===== config.mk =====
export PLATFORM = sky130hd
export DESIGN_NAME = regfile_alu_datapath
export DESIGN_NICKNAME = d
export VERILOG_FILES = /design/src/rtl/datapath_pkg.sv /design/src/rtl/alu_core.sv /design/src/rtl/regfile_alu_datapath.sv
export SDC_FILE = /design/constraint.sdc
export NUM_CORES = 1
export LEC_CHECK = 0
export CAP_MARGIN = 25
export CORE_ASPECT_RATIO = 0.75
export CORE_MARGIN = 1.5
export CORE_UTILIZATION = 60
export CTS_CLUSTER_SIZE = 24
export DETAILED_ROUTE_END_ITERATION = 7
export GPL_TIMING_DRIVEN = 0
export PLACE_DENSITY = 0.8
export SYNTH_ARGS = -nofsm -noshare
export SYNTH_HDL_FRONTEND = slang
export SYNTH_SLANG_ARGS = --single-unit

===== constraint.sdc =====
create_clock -name clk -period 8.1 [get_ports clk]
set_clock_uncertainty 0.2 [all_clocks]
set_input_delay 0.81 -clock clk [delete_from_list [all_inputs] [get_ports clk]]
set_output_delay 0.81 -clock clk [all_outputs]
set_load 0.02 [all_outputs]

===== src/rtl/datapath_pkg.sv =====
// datapath_pkg: opcodes, flag bit positions and FSM state encoding shared by the datapath.
package datapath_pkg;
  localparam logic [4:0] OP_PASS = 5'b00000;
  localparam logic [4:0] OP_INC  = 5'b00001;
  localparam logic [4:0] OP_ADD  = 5'b00010;
  localparam logic [4:0] OP_SUB  = 5'b00101;
  localparam logic [4:0] OP_DEC  = 5'b00110;
  localparam logic [4:0] OP_AND  = 5'b01000;
  localparam logic [4:0] OP_OR   = 5'b01010;
  localparam logic [4:0] OP_XOR  = 5'b01100;
  localparam logic [4:0] OP_NOT  = 5'b01110;
  localparam logic [4:0] OP_SHR1 = 5'b10000;
  localparam logic [4:0] OP_SHL1 = 5'b11000;
  localparam logic [4:0] OP_SHRN = 5'b10001;
  localparam logic [4:0] OP_SHLN = 5'b11001;
  localparam int FLAG_Z = 0;
  localparam int FLAG_N = 1;
  localparam int FLAG_C = 2;
  localparam int FLAG_V = 3;
  typedef enum logic {S_IDLE = 1'b0, S_SHIFT = 1'b1} state_e;
  function automatic logic [3:0] mk_flags(input logic v, input logic c, input logic n, input logic z);
    logic [3:0] f;
    f = '0;
    f[FLAG_V] = v;
    f[FLAG_C] = c;
    f[FLAG_N] = n;
    f[FLAG_Z] = z;
    return f;
  endfunction
endpackage


===== src/rtl/alu_core.sv =====
// alu_core: combinational ALU for all single-cycle opcodes; flags anything else as invalid.
module alu_core
  import datapath_pkg::*;
#(
  parameter int WIDTH = 8
) (
  input  logic [WIDTH-1:0] a,
  input  logic [WIDTH-1:0] b,
  input  logic [4:0]       op,
  output logic [WIDTH-1:0] res,
  output logic             c,
  output logic             v,
  output logic             invalid
);
  localparam int M = WIDTH - 1;
  logic [WIDTH-1:0] rhs;
  logic [WIDTH:0]   sum;
  logic [WIDTH:0]   diff;
  // INC/DEC reuse the add/subtract paths with an implicit operand of one
  assign rhs  = (op == OP_INC || op == OP_DEC) ? WIDTH'(1) : b;
  assign sum  = {1'b0, a} + {1'b0, rhs};
  assign diff = {1'b0, a} - {1'b0, rhs};
  always_comb begin
    res = '0;
    c = 1'b0;
    v = 1'b0;
    invalid = 1'b0;
    case (op)
      OP_PASS: res = a;
      OP_INC, OP_ADD: begin
        res = sum[M:0];
        c = sum[WIDTH];
        v = (a[M] == rhs[M]) && (sum[M] != a[M]);
      end
      OP_SUB, OP_DEC: begin
        res = diff[M:0];
        c = diff[WIDTH];
        v = (a[M] != rhs[M]) && (diff[M] != a[M]);
      end
      OP_AND: res = a & b;
      OP_OR:  res = a | b;
      OP_XOR: res = a ^ b;
      OP_NOT: res = ~a;
      OP_SHR1: begin
        res = {1'b0, a[M:1]};
        c = a[0];
      end
      OP_SHL1: begin
        res = {a[M-1:0], 1'b0};
        c = a[M];
      end
      default: invalid = 1'b1;
    endcase
  end
endmodule


===== src/rtl/regfile_alu_datapath.sv =====
// regfile_alu_datapath: register file, operand muxes, ALU and one-bit-per-cycle shift FSM.
module regfile_alu_datapath
  import datapath_pkg::*;
#(
  parameter int WIDTH = 8,
  parameter int NREGS = 8,
  parameter int AW    = $clog2(NREGS)
) (
  input  logic             clk,
  input  logic             rst,
  input  logic [WIDTH-1:0] in,
  input  logic             instr_valid,
  output logic             instr_ready,
  input  logic [AW-1:0]    src_a,
  input  logic [AW-1:0]    src_b,
  input  logic [AW-1:0]    dst,
  input  logic [4:0]       op,
  output logic [WIDTH-1:0] out,
  output logic             out_valid,
  output logic             out_err,
  output logic [3:0]       flags
);
  localparam int M  = WIDTH - 1;
  localparam int SW = $clog2(WIDTH);
  state_e state_q, state_d;
  logic [WIDTH-1:0] regs_q [NREGS];
  logic [WIDTH-1:0] regs_d [NREGS];
  logic [WIDTH-1:0] out_q, out_d, sh_val_q, sh_val_d;
  logic [3:0]       flags_q, flags_d;
  logic             out_valid_q, out_valid_d, out_err_q, out_err_d;
  logic [SW-1:0]    sh_cnt_q, sh_cnt_d;
  logic [AW-1:0]    sh_dst_q, sh_dst_d;
  logic             sh_left_q, sh_left_d, sh_c_q, sh_c_d;
  logic [WIDTH-1:0] a, b, alu_res;
  logic             alu_c, alu_v, alu_inv, is_shn;
  // address 0 is the external operand, never the stored entry
  assign a = (src_a == '0) ? in : regs_q[src_a];
  assign b = (src_b == '0) ? in : regs_q[src_b];
  assign is_shn = (op == OP_SHRN) || (op == OP_SHLN);
  assign instr_ready = (state_q == S_IDLE);
  assign out = out_q;
  assign out_valid = out_valid_q;
  assign out_err = out_err_q;
  assign flags = flags_q;
  alu_core #(.WIDTH(WIDTH)) u_alu (
    .a(a),
    .b(b),
    .op(op),
    .res(alu_res),
    .c(alu_c),
    .v(alu_v),
    .invalid(alu_inv)
  );
  always_comb begin
    regs_d = regs_q;
    out_d = out_q;
    flags_d = flags_q;
    out_valid_d = 1'b0;
    out_err_d = 1'b0;
    state_d = state_q;
    sh_val_d = sh_val_q;
    sh_cnt_d = sh_cnt_q;
    sh_dst_d = sh_dst_q;
    sh_left_d = sh_left_q;
    sh_c_d = sh_c_q;
    if (state_q == S_IDLE && instr_valid) begin
      if (is_shn) begin
        sh_val_d = a;
        sh_cnt_d = b[SW-1:0];
        sh_dst_d = dst;
        sh_left_d = (op == OP_SHLN);
        sh_c_d = 1'b0;
        state_d = S_SHIFT;
      end else if (alu_inv) begin
        out_d = '0;
        out_err_d = 1'b1;
        out_valid_d = 1'b1;
      end else begin
        if (dst != '0) regs_d[dst] = alu_res;
        out_d = alu_res;
        flags_d = mk_flags(alu_v, alu_c, alu_res[M], alu_res == '0);
        out_valid_d = 1'b1;
      end
    end else if (state_q == S_SHIFT) begin
      if (sh_cnt_q == '0) begin
        if (sh_dst_q != '0) regs_d[sh_dst_q] = sh_val_q;
        out_d = sh_val_q;
        flags_d = mk_flags(1'b0, sh_c_q, sh_val_q[M], sh_val_q == '0);
        out_valid_d = 1'b1;
        state_d = S_IDLE;
      end else begin
        sh_val_d = sh_left_q ? {sh_val_q[M-1:0], 1'b0} : {1'b0, sh_val_q[M:1]};
        sh_c_d = sh_left_q ? sh_val_q[M] : sh_val_q[0];
        sh_cnt_d = sh_cnt_q - SW'(1);
      end
    end
  end
  always_ff @(posedge clk) begin
    if (rst) begin
      regs_q <= '{default: '0};
      out_q <= '0;
      flags_q <= '0;
      out_valid_q <= 1'b0;
      out_err_q <= 1'b0;
      state_q <= S_IDLE;
      sh_val_q <= '0;
      sh_cnt_q <= '0;
      sh_dst_q <= '0;
      sh_left_q <= 1'b0;
      sh_c_q <= 1'b0;
    end else begin
      regs_q <= regs_d;
      out_q <= out_d;
      flags_q <= flags_d;
      out_valid_q <= out_valid_d;
      out_err_q <= out_err_d;
      state_q <= state_d;
      sh_val_q <= sh_val_d;
      sh_cnt_q <= sh_cnt_d;
      sh_dst_q <= sh_dst_d;
      sh_left_q <= sh_left_d;
      sh_c_q <= sh_c_d;
    end
  end
endmodule


; After elaboration in Yosys (flattened, before gate mapping)
; Cells that the tools add are included.
[totals]
reg_bits = 95
latch_bits = 0
ramBits = 0
rom_bits = 0
in_bits = 25
out_inout_bits = 15
word_cells = 143
memories = 0
[op_classes]
add_sub_neg = 3
multipliers = 0
div_mod_pow = 0
magnitude_cmp = 6
n_eq_ne = 21
shifts = 0
n_mux = 58
bitwise = 10
n_reduce_logical = 27
[ops]
columns = cell, count
row1 = $mux 64, 7
row2 = $mux 8, 19
row3 = $bwmux 64, 2
row4 = $pmux 8 s9, 1
row5 = $bmux 8 s3, 2
row6 = $demux 8 s3, 2
row7 = $eq 5x4->1 const B, 4
row8 = $eq 5x5->1 const B, 4
row9 = $mux 4, 5
row10 = $ge 4x4->1 const B, 4
row11 = $logic_not 8->1, 2
row12 = $not 3->4, 4
row13 = $mux 1, 14
row14 = $mux 3, 4
row15 = $reduce_or 11->1, 1
row16 = $eq 5x3->1 const B, 2
row17 = $add 8x8->9, 1
row18 = $logic_not 3->1, 3
row19 = $sub 8x8->9, 1
row20 = $and 8x8->8, 1
row21 = $lt 4x1->1 const B, 2
row22 = $ne 2x2->1 const B, 4
row23 = $not 8->8, 1
row24 = $or 8x8->8, 1
row25 = other kinds (21), 34

; Logic depth before layout (Yosys ltp)
; Gate-level depths: netlist (run 1).
[depth]
ltp_word = 13
ltp_mapped = 19
ltp_nobuf = 16

; Cells and area by module
; From an unflattened synthesis (run 1), not the netlist that was laid out.
[unflattened]
cells_unflattened = 908
hier_area_um2 = 7938.9
[modules_own_cells]
columns = mod, instances, cells_each, area_each_um2, seq_area_each_um2
row1 = regfile_alu_datapath, 1, 676, 6259.8, 1741.7
row2 = alu_core, 1, 232, 1679.1, 0.0

; Least setup slack after synthesis (run 1)
; No wires, ideal clock.
[synth_timing]
path_kind = input port to flip-flop
from = input src_b[0]
to = register flags_q[0], in the netlist flags[0]
arrival_ns = 4.558
path_slack_ns = 3.283
path_stages = 15
n_path_buf = 3
cell_sequence = clkbuf_1 buf_1 mux4_2 mux2i_1 nand2_1 ha_1 fa_1 mux2i_1 xnor2_1 o22ai_1 or4_4 buf_6 nand2b_4 nor4_2 a31o_1
[synth_between]
elab_chain_len = 12
word_cells_on_any_way = 17
classes_between = add/sub: 2 / mux: 9 / bitwise: 4 / reduce/logical: 2
[synth_lines]
columns = item, line_no
row1 = "start, declared", regfile_alu_datapath.sv:15  ; input logic [AW-1:0] src_b,
row2 = $not 3->4 (not written as such), regfile_alu_datapath.sv:38  ; assign b = (src_b == '0) ? in : regs_q[src_b];
row3 = $bmux 8 s3, regfile_alu_datapath.sv:38
row4 = $mux 8 (not written as such) (2 in a row), regfile_alu_datapath.sv:38
row5 = $mux 8 *, regfile_alu_datapath.sv:38
row6 = $mux 8, alu_core.sv:20  ; assign rhs = (op == OP_INC || op == OP_DEC) ? WIDTH'(1) : b;
row7 = $sub 8x8->9 / $add 8x8->9 (equally long branches), "alu_core.sv:22, alu_core.sv:21"
row8 = $pmux 8 s9 *, alu_core.sv:28  ; case (op)
row9 = $logic_not 8->1 *, regfile_alu_datapath.sv:81  ; flags_d = mk_flags(alu_v, alu_c, alu_res[M], alu_res == '0);
row10 = $mux 4 *, regfile_alu_datapath.sv:74  ; end else if (alu_inv) begin
row11 = $mux 4 *, regfile_alu_datapath.sv:67  ; if (is_shn) begin
row12 = $mux 4 *, regfile_alu_datapath.sv:66  ; if (state_q == S_IDLE && instr_valid) begin
row13 = "end signal, assigned", regfile_alu_datapath.sv:114  ; flags_q <= flags_d;
row14 = "end, declared", regfile_alu_datapath.sv:29  ; logic [3:0] flags_q, flags_d;
; Mark *: on every way between the ends. The rest lies on a longest branch, timed or not. The select of a mux whose other input is x is not followed.
; A chain may end at the register's enable or synchronous reset.

; Worst setup path in the final report (run 1)
[layout_timing]
from = input src_b[0]
to = register regs_q[54] (netlist name)
[layout_between]
elab_chain_len = 13
word_cells_on_any_way = 18
classes_between = add/sub: 2 / mux: 11 / bitwise: 4 / reduce/logical: 1
[layout_lines]
columns = item, line_no
row1 = $not 3->4 (not written as such), regfile_alu_datapath.sv:38
row2 = $bmux 8 s3, regfile_alu_datapath.sv:38
row3 = $mux 8 (not written as such) (2 in a row), regfile_alu_datapath.sv:38
row4 = $mux 8 *, regfile_alu_datapath.sv:38
row5 = $mux 8, alu_core.sv:20
row6 = $sub 8x8->9 / $add 8x8->9 (equally long branches), "alu_core.sv:22, alu_core.sv:21"
row7 = $pmux 8 s9 *, alu_core.sv:28
row8 = $bwmux 64 *, regfile_alu_datapath.sv:79  ; if (dst != '0) regs_d[dst] = alu_res;
row9 = $mux 64 *, regfile_alu_datapath.sv:79
row10 = $mux 64 *, regfile_alu_datapath.sv:74
row11 = $mux 64 *, regfile_alu_datapath.sv:67
row12 = $mux 64 *, regfile_alu_datapath.sv:66
row13 = "end signal, assigned", regfile_alu_datapath.sv:112  ; regs_q <= regs_d;
row14 = "end, declared", regfile_alu_datapath.sv:26  ; logic [WIDTH-1:0] regs_q [NREGS];
; Marks and branches as above.

==> reports/qor.yml, run 1 <==
status: "completed"
ys_seq_elements: 87
wl_um: 23100
nNetsFinal: 898
netlist_instances: 794
cts_setup_buffers: 0
cts.clk_slew.worst_paths_ns: 0.07
initial_utilization: 0.615
synth.avg_cell_area_um2: 8.47
grt_overflow: 0
ant_nets: 0
tightest_slew_ns: 1.10
hp-class: "reg2reg"
clkLatencyLatePin_ns: 0.35
cts_buffer_depth: 2
synthesis.nets: 856
worstSetupStartpoint: "src_b[0]"
synth_cell_type_count: 75
cts_tree: "built"
core_um2: 10900
p_leak_uw: 0.00264
die_w_um: 125
drc: 0
die_h_um: 94.7
drive_above_1_share: 0.132
via_per_inst: 7.02
synth_ff_type: "dfxtp_1"
grt_start_max_net_pins: 17
setup_viol: 0
hpwl_um: 17100
pin_count: 40
arrival_ns: 6.18
drt-initial-drc-count: 945
post-place-ws_ns: 1.77
fp-row-count: 33
hp-start: "out[5]$_SDFFE_PP0P_"
p_total_uw: 1100
crit_required_ns: 8.15
htree_levels: 3
io_buffers: 30
ctsRootBufferMaster: "clkbuf_16"
gp_congestion: 0.977
grt_pass1_wl_um: 35500
finalCritPeriodShare: 0.757
clock_sinks: 87
dr.pass1.iters: 6
wl_per_cell_um: 23.6
crit_type: "in2reg"
final_core_util: 0.690
ys_seq_area_frac: 0.259
fin_tns_setup_ns: 0
grt_setup_unrepaired: "no"
grt_usage: 0.394
antenna_cells: 0
r2r_start: "regs_q[40]$_SDFFE_PP0P_"
grt_pass1_vias: 6441
cts_made_buffers: 9
cts_resized: 0
hold_viol_final: 0
fin_crit_ns: 6.13
die-area_um2: 11900
ir_worst_vdd_v: 0.000127
ctsHoldBuffers: 0
crit_fanout: 10
antenna_found_initial: 0
power_density_nw_per_um2: 146
fin_cells: 981
fmax_mhz: 163
max_slew_margin: 0.267
worstSetupEndpointType: "flop"
synth_area_um2: 6730
cp-start-kind: "primary input"
ys_warn_count: 0
postSynth.asyncResetShare: 0
via_count: 6885
synth_edf_count: 0
setup_slack_ns: 1.97
maxCapViolCount: 0
report.final.slew_viol_count: 0
syn_to_final_growth_pct: 12.2
dp.cells: 964
fill_cells: 888
==> per-layer routing <==
metal | global-route usage | up-vias | share of wire
met5 | 0 | - | 0
met4 | 0.175 | 0 | 0.038
met3 | 0.149 | 88 | 0.15
met2 | 0.571 | 514 | 0.41
met1 | 0.525 | 3245 | 0.40
li1 | - | 3038 | -
==> registers in the layout (all words and copies together) (netlist names) <==
register / count
out_err: 1
sh_cnt_q: 3
sh_left_q: 1
sh_c_q: 1
out_valid: 1
state_q: 1
sh_val_q: 8
sh_dst_q: 3
out: 8
regs_q: 56
flags: 4
==> layout make-up <==
| cell class | instances | area, um^2 | area share |
|---|---|---|---|
| Clock inverter | 6 | 96.3 | 0.0128 |
| Sequential cell | 87 | 1740 | 0.231 |
| Timing Repair Buffer | 31 | 308 | 0.0408 |
| Clock buffer | 10 | 239 | 0.0317 |
| Inverter | 32 | 125 | 0.0166 |
| Tap cell | 140 | 175 | 0.0232 |
| Multi-Input combinational cell | 604 | 4550 | 0.603 |
| Buffer | 71 | 312 | 0.0413 |
==> cell families after synthesis <==
| kind of cell | Yosys count | synth area share |
|---|---|---|
| AND/OR/NAND/NOR | 271 | 0.193 |
| AO/OA/AOI/OAI | 229 | 0.248 |
| adder cells (fa/ha/maj) | 37 | 0.0711 |
| flip-flops | 87 | 0.259 |
| multiplexers | 60 | 0.156 |
| buffers and inverters | 103 | 0.0649 |
| XOR/XNOR | 7 | 0.00911 |
==> placed cells by master, fill, tap and decap left out, types with 16 or more instances in the layout <==
master / count
a22oi_1: 48
nor2b_1: 16
mux4_2: 32
dfxtp_1: 87
nor2_1: 115
nand2_1: 49
nor3_1: 30
inv_1: 31
clkbuf_1: 48
a21oi_1: 39
ha_1: 35
a211oi_1: 59
o21ai_0: 20
mux2i_1: 17
clkdlybuf4s50_1: 30
==> per-stage QoR <==
step | area, um^2 | hold slack [ns]
final | 7540 | 0.259
after global placement | 7200 | 0.246
after floorplan | 6730 | 0.250
after CTS | 7540 | 0.266
after detailed placement | 7200 | 0.250
after global routing | 7540 | 0.284
==> worst paths after layout <==
check / to / depth (start not counted) / slack [ns]
worst max-delay path: regs_q[54]$_SDFFE_PP0P_ / 14 / 1.97
worst min-delay path: out[5]$_SDFFE_PP0P_ / 2 / 0.26
worst max register to register: regs_q[54]$_SDFFE_PP0P_ / 12 / 3.19
worst min register to register: out[5]$_SDFFE_PP0P_ / 2 / 0.26
==> critical path, stage by stage <==
cell and delay (ns):
clkbuf_1 0.43, buf_1 0.73, mux4_2 0.42, mux2i_1 0.59
nand2_1 0.22, ha_1 0.28, fa_1 0.45, o21ai_0 0.35
a41oi_1 0.16, o41ai_1 0.15, xnor2_1 0.16, o21ai_1 0.84
a22oi_1 0.24, a211oi_1 0.33
==> report_power, final <==
part | switching, uW | internal [uW]
Sequential | 4.95 | 434
Combinational | 119 | 70.6
Clock | 190 | 283
==> cells in the mapped netlist, drive strengths merged, types with 4 or more instances <==
library cell | number | share of area
nor3b | 5 | 0.0056
nand2 | 49 | 0.027
nor2 | 115 | 0.064
a22oi | 48 | 0.054
nor3 | 30 | 0.022
o22ai | 4 | 0.0037
ha | 35 | 0.065
nor2b | 16 | 0.015
xnor2 | 6 | 0.0078
nor4 | 6 | 0.0074
a21oi | 39 | 0.029
or2 | 6 | 0.0056
a211oi | 61 | 0.071
mux2 | 8 | 0.015
nand2b | 8 | 0.0086
o21ai | 27 | 0.021
nand3b | 4 | 0.0045
mux2i | 20 | 0.034
buf | 23 | 0.020
mux4 | 32 | 0.11
o211ai | 6 | 0.0074
inv | 31 | 0.017
clkbuf | 48 | 0.027
o221a | 14 | 0.023
nand3 | 12 | 0.0089
dfxtp | 87 | 0.26
o21a | 4 | 0.0045
Power figures use the tool's default switching activity.
==> inputs of run 2 (changes only) <==
clock period = 6.2 ns   (was 8.1 ns; I/O delays follow)
==> run 2 against run 1 <==
Against the previous run: sequential share of layout area is essentially flat; register-to-register slack worse by 1.5 ns; clock power up 31%; non-clock buffer count is the same; sequential cell count unchanged; first-iteration DRC count is 5.4% lower; global-route usage is the same; final area increased by 0.13%; critical path depth up 2; worst hold slack hardly changed; largest power group unchanged.
==> reports/qor.yml, run 2 (same netlist as run 1, synthesis figures left out) <==
status: "completed"  # unchanged
multi_input_comb_area_um2: 4550  # about the same
grt_start_max_net_pins: 17  # unchanged
grt_setup_unrepaired: "no"  # unchanged
holdPathStages: 2  # unchanged
fmax_mhz: 178
crit_fanout: 10  # unchanged
ctsHoldBuffers: 0  # unchanged
pin_count: 40  # unchanged
mostFrequentLayoutCell: "nor2_1"  # unchanged
ant_nets: 0  # unchanged
fill_cells: 890  # was 888
setup_viol: 0  # unchanged
antenna_cells: 0  # unchanged
top_register: "regs_q"  # unchanged
worstSetupEndpointType: "flop"  # unchanged
crit_type: "in2reg"  # unchanged
cts_buffer_depth: 2  # unchanged
clock_sinks: 87  # unchanged
grt_pass1_vias: 6441  # unchanged
max_slew_margin: 0.284  # was 0.267
largest_register_ffs: 56  # unchanged
cp-start-kind: "primary input"  # unchanged
final_cell_mix: "115 x nor2_1, 87 x dfxtp_1, 59 x a211oi_1"  # unchanged
dr.pass1.iters: 6  # unchanged
report.final.slew_viol_count: 0  # unchanged
io_buffers: 30  # unchanged
seq_area_um2: 1740  # unchanged
p_total_uw: 1440  # was 1100 uW
crit_required_ns: 6.23  # was 8.15 ns
cts_tree: "built"  # unchanged
hpwl_um: 17100  # unchanged
die_h_um: 94.7  # unchanged
clkLatencyLatePin_ns: 0.35  # about the same
worstReg2RegEnd: "flags[1]$_SDFFE_PP0P_"  # was regs_q[54]$_SDFFE_PP0P_
via_per_inst: 7.06  # was 7.02
antenna_found_initial: 0  # unchanged
ctsRootBufferMaster: "clkbuf_16"  # unchanged
drive_above_1_share: 0.133  # was 0.132
reg2reg_setup_slack_ns: 1.65  # was 3.19 ns
drt-initial-drc-count: 894  # was 945
die-area_um2: 11900  # unchanged
via_count: 6926  # was 6885
ir_worst_vdd_v: 0.000167  # was 0.000127 V
power_density_nw_per_um2: 191  # was 146 nW/um^2
cts.clk_slew.worst_paths_ns: 0.07  # about the same
syn_to_final_growth_pct: 12.3  # was 12.2%
cts_made_buffers: 9  # unchanged
gp_congestion: 0.977  # unchanged
fin_tns_setup_ns: 0  # unchanged
arrival_ns: 5.63  # was 6.18 ns
p_leak_uw: 0.00264  # about the same
htree_levels: 3  # unchanged
drc: 0  # unchanged
die_w_um: 125  # unchanged
maxCapViolCount: 0  # unchanged
tightest_slew_ns: 1.07  # was 1.10 ns
hold_end: "out[5]$_SDFFE_PP0P_"  # unchanged
grt_usage: 0.394  # unchanged
nNetsFinal: 898  # unchanged
hold_viol_final: 0  # unchanged
grt_overflow: 0  # unchanged
fin_crit_ns: 5.61
core_um2: 10900  # unchanged
fp-row-count: 33  # unchanged
grt_pass1_wl_um: 35500  # unchanged
reg2regPathDepth: 13  # was 12
hp-class: "reg2reg"  # unchanged
finalCritPeriodShare: 0.905
hp-start: "out[5]$_SDFFE_PP0P_"  # unchanged
hold_slack_ns: 0.260  # was 0.259 ns
wl_um: 23200  # was 23100 um
r2r_start: "regs_q[42]$_SDFFE_PP0P_"  # was regs_q[40]$_SDFFE_PP0P_
initial_utilization: 0.615  # unchanged
wl_per_cell_um: 23.6  # about the same
==> run 2: changes by cell type in the layout (fill, tap and decap cells not counted), sizes merged <==
| cell | change |
|---|---|
| buf | -1 |
| clkdlybuf4s15 | +1 |
==> run 2: worst max-delay path by stage <==
| stage | startpoint | endpoint | slack [ns] |
|---|---|---|---|
| 4_1_cts | src_b[0] | regs_q[52]$_SDFFE_PP0P_ | 0.41 |
| 5_1_grt | src_b[0] | regs_q[54]$_SDFFE_PP0P_ | 0.28 |
| 2_1_floorplan | src_b[0] | flags[0]$_SDFFE_PP0P_ | 1.57 |
| 3_3_place_gp | src_b[0] | regs_q[28]$_SDFFE_PP0P_ | 0.22 |
| 6_report | src_b[0] | flags[1]$_SDFFE_PP0P_ | 0.59 |
| 3_5_place_dp | src_b[0] | regs_q[52]$_SDFFE_PP0P_ | 0.06 |
==> run 2: cell type report <==
type	instances	share of cell area
multi-input cells	604	0.603
flip-flops and latches	87	0.231
repair buffers	31	0.0407
clock inverters	6	0.0128
plain buffers	71	0.0421
clock buffers	10	0.0316
inverters	32	0.0166
well taps	140	0.0232
==> run 2: power breakdown <==
part | total (uW) | switching [uW] | leakage, uW | internal, uW
Sequential | 573 | 6.52 | 0.000703 | 567
Clock | 620 | 250 | 0.000162 | 370
Combinational | 249 | 156 | 0.00178 | 92.6
Total | 1440 | 412 | 0.00264 | 1030
==> run 2: stage by stage <==
stage / utilization / instances / area [um^2] / setup slack, ns
2_1_floorplan: - / 794 / 6730 / 1.57
3_3_place_gp: 0.658 / 964 / 7200 / 0.215
3_5_place_dp: 0.658 / 964 / 7200 / 0.0578
4_1_cts: 0.689 / 980 / 7540 / 0.407
5_1_grt: 0.690 / 981 / 7550 / 0.280
6_report: 0.690 / 981 / 7550 / 0.591
==> run 2: metal layers <==
metal,global-route usage,up-vias,routed length [um]
met2,0.571,504,9560
met3,0.149,73,3480
met5,0,-,0
met1,0.525,3309,9350
met4,0.175,0,818
li1,-,3040,-
==> run 2: what timing repair did <==
action	4_1_cts	5_1_grt
setup buffers	0	0
setup endpoints to repair	0	1
gates resized for setup	0	2
==> run 2: worst max-delay path, cell delays in order <==
cell and delay (ns):
clkbuf_1 0.45, clkdlybuf4s15_1 0.75, mux4_2 0.44, mux2i_1 0.49, inv_1 0.13, nand2_1 0.12, ha_1 0.23, clkbuf_1 0.19
nor3b_1 0.30, nor3_1 0.10, o311ai_1 0.39, o31ai_1 0.18, mux2i_1 0.18, nand3_1 0.48, a21oi_1 0.44, o32ai_1 0.13
